==> config.mk <==
export PLATFORM = sky130hd
export DESIGN_NAME = dma_regfile_mc_flat
export DESIGN_NICKNAME = d
export VERILOG_FILES = /design/src/rtl/dma_regfile_mc_if.sv /design/src/rtl/dma_regfile_mc.sv /design/src/flat_wrapper.sv
export SDC_FILE = /design/constraint.sdc
export NUM_CORES = 1
export LEC_CHECK = 0
export CAP_MARGIN = 5
export CORE_AREA = 2 2 287 289
export CTS_BUF_LIST = sky130_fd_sc_hd__clkbuf_4 sky130_fd_sc_hd__clkbuf_8 sky130_fd_sc_hd__clkbuf_16
export CTS_CLUSTER_DIAMETER = 30
export DETAILED_ROUTE_END_ITERATION = 8
export DIE_AREA = 0 0 289 291
export DONT_BUFFER_PORTS = 1
export HOLD_SLACK_MARGIN = 0.05
export PLACE_DENSITY_LB_ADDON = 0.25
export SLEW_MARGIN = 5
export SYNTH_ARGS = -nofsm -noshare
export SYNTH_HDL_FRONTEND = slang
export SYNTH_SLANG_ARGS = --single-unit
export TNS_END_PERCENT = 50
==> constraint.sdc <==
create_clock -name clk -period 4.35 [get_ports clk]
set_input_delay 1.305 -clock clk [delete_from_list [all_inputs] [get_ports clk]]
set_output_delay 1.305 -clock clk [all_outputs]
set_load 0.01 [all_outputs]
==> src/rtl/dma_regfile_mc_if.sv <==
// APB slave bundle for the multi-channel DMA register file.
// pclken is carried with the bus because it qualifies every APB handshake.
interface dma_regfile_mc_if #(
   parameter int ADDR_BITS = 16
);
   logic                 pclken;
   logic                 psel;
   logic                 penable;
   logic [ADDR_BITS-1:0] paddr;
   logic                 pwrite;
   logic [31:0]          pwdata;
   logic [31:0]          prdata;
   logic                 pslverr;
   logic                 pready;

   modport master (
      output pclken, psel, penable, paddr, pwrite, pwdata,
      input  prdata, pslverr, pready
   );

   modport slave (
      input  pclken, psel, penable, paddr, pwrite, pwdata,
      output prdata, pslverr, pready
   );
endinterface

==> src/rtl/dma_regfile_mc.sv <==
// Multi-channel APB register file for the DMA engine: per-channel address/size/command
// registers, W1C interrupt status with enable mask, optional read wait state and pslverr.
module dma_regfile_mc #(
   parameter int ADDR_BITS = 16,
   parameter int NUM_CH    = 4,
   parameter int CNT_BITS  = 16,
   parameter int READ_WAIT = 1
) (
   input  logic                       clk,
   input  logic                       reset,
   dma_regfile_mc_if.slave            apb,
   input  logic [NUM_CH*CNT_BITS-1:0] buffer_count,
   input  logic [NUM_CH*CNT_BITS-1:0] int_count,
   input  logic [NUM_CH-1:0]          ch_busy,
   input  logic [NUM_CH-1:0]          ch_done,
   output logic [NUM_CH*32-1:0]       rd_start_addr,
   output logic [NUM_CH*32-1:0]       wr_start_addr,
   output logic [NUM_CH*32-1:0]       buffer_size,
   output logic [NUM_CH-1:0]          cmd_last,
   output logic [NUM_CH*28-1:0]       next_addr,
   output logic [NUM_CH-1:0]          wr_ch_start,
   output logic                       set_int
);
   typedef enum logic {S_IDLE, S_RDY} state_t;

   localparam logic [ADDR_BITS-9:0] GLOB_PAGE = (ADDR_BITS-8)'(1);
   localparam logic [31:0] ID_VALUE = {16'h0DA2, 8'(NUM_CH), 8'(CNT_BITS)};

   state_t state, state_nxt;

   logic [31:0]       rd_start_q [NUM_CH];
   logic [31:0]       wr_start_q [NUM_CH];
   logic [31:0]       size_q     [NUM_CH];
   logic [27:0]       next_q     [NUM_CH];
   logic [NUM_CH-1:0] last_q, start_q, int_stat_q, int_en_q, clear_mask;
   logic              set_int_q;
   logic [31:0]       rdata_q, rd_value;
   logic              err_q;
   logic [2:0]        ch_sel, reg_sel;
   logic [5:0]        glob_sel;
   logic              chan_region, glob_region, mapped, read_only, is_cmd, busy_sel;
   logic              err_now, wr_accept, rd_launch;
   logic              unused_bits;

   assign unused_bits = ^{apb.paddr[1:0], apb.pwdata[3:2]};

   // Address decode and read mux; channels beyond NUM_CH never match and stay unmapped.
   always_comb begin
      ch_sel      = apb.paddr[7:5];
      reg_sel     = apb.paddr[4:2];
      glob_sel    = apb.paddr[7:2];
      chan_region = (apb.paddr[ADDR_BITS-1:8] == '0);
      glob_region = (apb.paddr[ADDR_BITS-1:8] == GLOB_PAGE);
      rd_value    = '0;
      mapped      = 1'b0;
      read_only   = 1'b0;
      is_cmd      = 1'b0;
      busy_sel    = 1'b0;
      if (chan_region) begin
         for (int c = 0; c < NUM_CH; c++) begin
            if (ch_sel == 3'(c)) begin
               mapped   = (reg_sel <= 3'd4);
               busy_sel = ch_busy[c];
               case (reg_sel)
                  3'd0:    rd_value = rd_start_q[c];
                  3'd1:    rd_value = wr_start_q[c];
                  3'd2:    rd_value = size_q[c];
                  3'd3:    rd_value = {next_q[c], 2'b00, last_q[c], 1'b0};
                  3'd4:    rd_value = {16'(int_count[c*CNT_BITS +: CNT_BITS]),
                                       16'(buffer_count[c*CNT_BITS +: CNT_BITS])};
                  default: rd_value = '0;
               endcase
            end
         end
         read_only = (reg_sel == 3'd4);
         is_cmd    = (reg_sel == 3'd3);
      end else if (glob_region) begin
         case (glob_sel)
            6'd0: begin
               mapped   = 1'b1;
               rd_value = 32'(int_stat_q);
            end
            6'd1: begin
               mapped   = 1'b1;
               rd_value = 32'(int_en_q);
            end
            6'd2: begin
               mapped    = 1'b1;
               read_only = 1'b1;
               rd_value  = ID_VALUE;
            end
            default: ;
         endcase
      end
      err_now    = ~mapped | (apb.pwrite & read_only)
                 | (apb.pwrite & is_cmd & apb.pwdata[0] & busy_sel);
      wr_accept  = apb.pclken & apb.psel & apb.penable & apb.pwrite & ~err_now
                 & (state == S_IDLE);
      clear_mask = (wr_accept && glob_region && glob_sel == 6'd0) ?
                   apb.pwdata[NUM_CH-1:0] : '0;
   end

   always_ff @(posedge clk or negedge reset) begin
      if (!reset)           state <= S_IDLE;
      else if (apb.pclken)  state <= state_nxt;
   end

   // Writes always complete in S_IDLE; reads take a detour through S_RDY when waited.
   always_comb begin
      state_nxt   = state;
      apb.pready  = 1'b0;
      apb.pslverr = 1'b0;
      apb.prdata  = '0;
      rd_launch   = 1'b0;
      case (state)
         S_IDLE: begin
            if (apb.psel && apb.penable) begin
               if (apb.pwrite || READ_WAIT == 0) begin
                  apb.pready  = reset;
                  apb.pslverr = reset & err_now;
                  if (!apb.pwrite && reset) apb.prdata = rd_value;
               end else begin
                  rd_launch = 1'b1;
                  state_nxt = S_RDY;
               end
            end
         end
         S_RDY: begin
            apb.pready  = 1'b1;
            apb.pslverr = err_q;
            apb.prdata  = rdata_q;
            state_nxt   = S_IDLE;
         end
         default: state_nxt = S_IDLE;
      endcase
   end

   always_ff @(posedge clk or negedge reset) begin
      if (!reset) begin
         rdata_q <= '0;
         err_q   <= 1'b0;
      end else if (apb.pclken && rd_launch) begin
         rdata_q <= rd_value;
         err_q   <= err_now;
      end
   end

   // Channel registers; START is only a one-cycle pulse and never stored.
   always_ff @(posedge clk or negedge reset) begin
      if (!reset) begin
         for (int c = 0; c < NUM_CH; c++) begin
            rd_start_q[c] <= '0;
            wr_start_q[c] <= '0;
            size_q[c]     <= '0;
            next_q[c]     <= '0;
         end
         last_q   <= '0;
         start_q  <= '0;
         int_en_q <= '0;
      end else begin
         start_q <= '0;
         if (wr_accept && chan_region) begin
            for (int c = 0; c < NUM_CH; c++) begin
               if (ch_sel == 3'(c)) begin
                  case (reg_sel)
                     3'd0: rd_start_q[c] <= apb.pwdata;
                     3'd1: wr_start_q[c] <= apb.pwdata;
                     3'd2: size_q[c]     <= apb.pwdata;
                     3'd3: begin
                        next_q[c]  <= apb.pwdata[31:4];
                        last_q[c]  <= apb.pwdata[1];
                        start_q[c] <= apb.pwdata[0];
                     end
                     default: ;
                  endcase
               end
            end
         end
         if (wr_accept && glob_region && glob_sel == 6'd1)
            int_en_q <= apb.pwdata[NUM_CH-1:0];
      end
   end

   // ch_done is OR-ed in after the W1C clear so a coincident completion is never lost.
   always_ff @(posedge clk or negedge reset) begin
      if (!reset) begin
         int_stat_q <= '0;
         set_int_q  <= 1'b0;
      end else begin
         int_stat_q <= (int_stat_q & ~clear_mask) | ch_done;
         set_int_q  <= |(int_stat_q & int_en_q);
      end
   end

   for (genvar c = 0; c < NUM_CH; c++) begin : g_out
      assign rd_start_addr[c*32 +: 32] = rd_start_q[c];
      assign wr_start_addr[c*32 +: 32] = wr_start_q[c];
      assign buffer_size[c*32 +: 32]   = size_q[c];
      assign next_addr[c*28 +: 28]     = next_q[c];
   end

   assign cmd_last    = last_q;
   assign wr_ch_start = start_q;
   assign set_int     = set_int_q;
endmodule

==> src/flat_wrapper.sv <==
// flat-port wrapper written by rule: the top's interface ports become plain ports
module dma_regfile_mc_flat 
#(
   parameter int ADDR_BITS = 16,
   parameter int NUM_CH    = 4,
   parameter int CNT_BITS  = 16,
   parameter int READ_WAIT = 1
)
  (clk, reset, buffer_count, int_count, ch_busy, ch_done, rd_start_addr, wr_start_addr, buffer_size, cmd_last, next_addr, wr_ch_start, set_int, apb_pclken, apb_psel, apb_penable, apb_paddr, apb_pwrite, apb_pwdata, apb_prdata, apb_pslverr, apb_pready);
  dma_regfile_mc_if #(.ADDR_BITS(ADDR_BITS)) apb_i ();
  input  logic clk;
  input  logic reset;
  input  logic [NUM_CH*CNT_BITS-1:0] buffer_count;
  input  logic [NUM_CH*CNT_BITS-1:0] int_count;
  input  logic [NUM_CH-1:0] ch_busy;
  input  logic [NUM_CH-1:0] ch_done;
  output logic [NUM_CH*32-1:0] rd_start_addr;
  output logic [NUM_CH*32-1:0] wr_start_addr;
  output logic [NUM_CH*32-1:0] buffer_size;
  output logic [NUM_CH-1:0] cmd_last;
  output logic [NUM_CH*28-1:0] next_addr;
  output logic [NUM_CH-1:0] wr_ch_start;
  output logic set_int;
  input wire logic [$bits(apb_i.pclken)-1:0] apb_pclken;
  input wire logic [$bits(apb_i.psel)-1:0] apb_psel;
  input wire logic [$bits(apb_i.penable)-1:0] apb_penable;
  input wire logic [$bits(apb_i.paddr)-1:0] apb_paddr;
  input wire logic [$bits(apb_i.pwrite)-1:0] apb_pwrite;
  input wire logic [$bits(apb_i.pwdata)-1:0] apb_pwdata;
  output wire logic [$bits(apb_i.prdata)-1:0] apb_prdata;
  output wire logic [$bits(apb_i.pslverr)-1:0] apb_pslverr;
  output wire logic [$bits(apb_i.pready)-1:0] apb_pready;
  assign apb_i.pclken = apb_pclken;
  assign apb_i.psel = apb_psel;
  assign apb_i.penable = apb_penable;
  assign apb_i.paddr = apb_paddr;
  assign apb_i.pwrite = apb_pwrite;
  assign apb_i.pwdata = apb_pwdata;
  assign apb_prdata = apb_i.prdata;
  assign apb_pslverr = apb_i.pslverr;
  assign apb_pready = apb_i.pready;
  dma_regfile_mc #(.ADDR_BITS(ADDR_BITS), .NUM_CH(NUM_CH), .CNT_BITS(CNT_BITS), .READ_WAIT(READ_WAIT)) u_core (.clk(clk), .reset(reset), .apb(apb_i), .buffer_count(buffer_count), .int_count(int_count), .ch_busy(ch_busy), .ch_done(ch_done), .rd_start_addr(rd_start_addr), .wr_start_addr(wr_start_addr), .buffer_size(buffer_size), .cmd_last(cmd_last), .next_addr(next_addr), .wr_ch_start(wr_ch_start), .set_int(set_int));
endmodule
==> run_results.csv <==
group,metric,value,unit
outcome,status,"finished, final reports clean",
die,start_util,0.330,
yosys,syn_area,0.0268,mm2
worst_setup_path,crit_type,"in2out",
placement,port_buffers,0,
worst_setup_path,ff2ff_path_depth,6,
global_route,grt-ovfl-total,0,
yosys,synth_seq_area_share,0.510,
yosys,syn_inst,2118,
sta,post-route-period-util,0.990,
route,routed_wl,122000,um
clock_tree,clock_path_buffers,3,
worst_setup_path,startpoint_type,"input pin",
worst_setup_path,worst_ep_required_time,3040,ps
worst_setup_path,worst_setup_path_end_kind,"output pin",
clock_tree,cts-htree-levels,4,
yosys,postSynth.asyncResetShare,1.00,
clock_tree,cts_tree,"built",
worst_setup_path,cp_max_fo,16,
sta,min_period,4310,ps
global_route,grt_pass1_wl,168000,um
yosys,yosysWarnings,0,
cells_and_area,final_nets,2331,
route,drtAntennaViolNets,0,
clock_tree,clk_latency,710,ps
worst_setup_path,critPathCapture,"apb_pslverr",
yosys,avgSynthCellArea,12.7,um2
sta,hold_violations,0,
cells_and_area,n_fill_cell,7588,
sta,fmax,232,MHz
clock_tree,cts_sinks,547,
pwr,p_clk_frac,0.653,
yosys,synth-seq-cells,547,
sta,setup_viol,0,
pwr,power.density,481,mW/mm2
route,via_per_inst,6.08,
die,die_height,291,um
die,pin_count,729,
pwr,power.switching_fraction,0.214,
yosys,ys_types,74,
yosys,syn_nets,2308,
pwr,vdd_drop_max,0.406,mV
global_route,first_global_vias,20900,
global_route,grt_usage,0.283,
pwr,power_frac_seq,0.324,
pwr,power_leakage,15.2,nW
job,drv_cap,0,
pwr,cell_internal_pwr,0.0124,W
route,drt_pass1_iterations,5,
sta,maxSlewViolCount,0,
route,drc_errors,0,
placement,gp_congestion,0.874,
global_route,antenna_found_initial,6,
die,num_rows,105,
route,num_vias,20200,
sta,worst_pin_slew,1110,ps
cells_and_area,area_growth,22.3,%
route,drt-wirelength-per-cell,36.6,um
clock_tree,numCtsBuffers,133,
die,die_w,289,um
worst_setup_path,rrSetupSlack,1050,ps
cells_and_area,drive_gt1_frac,0.402,
sta,fin_setup_tns,0,ps
die,dieArea,0.0841,mm2
sta,clock_skew,36.0,ps
worst_setup_path,startpoint,"apb_paddr[7]",
yosys,ys.flop_type,"dfrtp_1",
worst_setup_path,r2r-end,"u_core.rd_start_addr[121]",
cells_and_area,fin_util,0.404,
worst_setup_path,worstPathArrival,3000,ps
placement,dpl.hpwl,81100,um
clock_tree,clk_pin_slew,40,ps
pwr,switchingPower,0.00338,W
min_path,hp-class,"in2async",
die,core,0.0812,mm2
pwr,combinationalPowerShare,0.023,
global_route,grt_start_max_net_pins,549,
clock_tree,root_buffer,"clkbuf_16",
sta,maxSlewHeadroom,0.258,
worst_setup_path,reg2reg_from,"u_core.state",
route,drt_iter0_drc,1879,
yosys,synth_edf_count,0,
==> flip-flops by register name, indices dropped and copies added, names as in the netlist <==
name,count
u_core.next_addr,112
u_core.cmd_last,4
u_core.wr_ch_start,4
u_core.state,1
u_core.int_stat_q,4
u_core.wr_start_addr,128
u_core.int_en_q,4
u_core.err_q,1
u_core.set_int,1
u_core.rdata_q,32
u_core.rd_start_addr,128
u_core.buffer_size,128
==> worst max-delay path: stages <==
cell	delay, ps
or2_0	200
mux4_2	570
a32o_2	270
a211oi_2	260
buf_4	160
o31ai_1	70
buf_4	170
==> kinds of logic after synthesis <==
| logic type | Yosys count | synth area share |
|---|---|---|
| muxes | 665 | 0.291 |
| DFF | 547 | 0.510 |
| AOI/OAI and AO/OA | 405 | 0.102 |
| and+or+nand+nor | 298 | 0.0612 |
| buffers and inverters | 203 | 0.0354 |
==> stage by stage <==
stage / total power [W] / instance area (um2) / worst slack (ps) / instances / hold WS (ps)
after detailed placement: 0.00555 / 28100 / -26.3 / 3076 / 462
final: 0.0158 / 32800 / 44.7 / 3318 / 314
after floorplan: 0.00549 / 26800 / 178 / 2118 / 436
after CTS: 0.0159 / 32800 / 59.7 / 3311 / 248
after global routing: 0.0162 / 32800 / -7.88 / 3313 / 260
after global placement: 0.00555 / 28100 / -43.9 / 3076 / 454
==> how the worst min path moves through the flow <==
stage,startpoint,to,slack (ps)
after global routing,reset,u_core.buffer_size[81],260
after global placement,u_core.rdata_q[14],u_core.rdata_q[14],450
final,reset,u_core.wr_start_addr[17],310
after floorplan,u_core.rdata_q[12],u_core.rdata_q[12],440
after detailed placement,u_core.rdata_q[8],u_core.rdata_q[8],460
after CTS,reset,u_core.next_addr[69],250
==> power groups by stage <==
stage	Clock, W	Combinational [W]	Sequential, W
6_report	0.0103	0.000361	0.00512
5_1_grt	0.0107	0.000377	0.00511
4_1_cts	0.0104	0.000359	0.00512
3_5_place_dp	0	0.000358	0.00519
3_3_place_gp	0	0.000358	0.00519
2_1_floorplan	0	0.000300	0.00519
==> metal layers <==
| metal | up-vias | global-route usage | share of wire |
|---|---|---|---|
| met1 | 10700 | 0.343 | 0.38 |
| met3 | 277 | 0.104 | 0.10 |
| met5 | - | 0 | 0 |
| li1 | 8002 | - | - |
| met4 | 0 | 0.122 | 0.044 |
| met2 | 1239 | 0.450 | 0.47 |
==> Yosys cell counts, drive strengths merged (20+ instances only) <==
cell,n,share of area
o21ai,82,0.015
nor2,56,0.0082
buf,75,0.017
a22oi,51,0.014
nor2b,20,0.0047
dfrtp,547,0.51
clkbuf,122,0.017
and2,39,0.0091
a211oi,41,0.011
mux2,522,0.22
nand2,91,0.013
a21oi,92,0.017
mux2i,115,0.043
mux4,28,0.024
==> area by class of cell <==
type,instances,area [um2],share of cell area
Tap cell,1070,1340,0.0408
Inverter,6,25.0,0.000763
Multi-Input combinational cell,1368,12400,0.377
Clock buffer,177,3870,0.118
Timing Repair Buffer,85,701,0.0214
Antenna cell,7,17.5,0.000534
Clock inverter,58,800,0.0244
Sequential cell,547,13700,0.417
==> cell usage in the layout, fill, tap and decap left out, types with 12 or more instances in the layout <==
cell,Yosys,routed
o32ai_1,17,17
nor2b_1,20,19
bufinv_16,0,16
a21oi_1,92,92
o21ai_0,82,82
clkbuf_8,0,29
mux2_1,21,21
nor2_1,52,48
nand2_1,90,90
and2_1,39,37
clkbuf_16,0,135
buf_4,16,80
a211oi_1,41,39
clkinv_2,0,21
mux4_2,28,28
mux2_2,461,461
nand4_1,12,12
mux2_4,40,40
o211ai_1,13,13
mux2i_1,115,115
a22oi_1,51,51
clkbuf_4,0,13
dfrtp_1,547,546
a32oi_1,17,17
==> what timing repair did <==
item                                    4_1_cts  5_1_grt
resized for setup                             1        1
setup buffers                                 0        0
endpoints found under the setup margin        1        1
endpoints found under the hold margin         0        0
hold buffers                                  0        0
(Power assumes the default switching activity.)
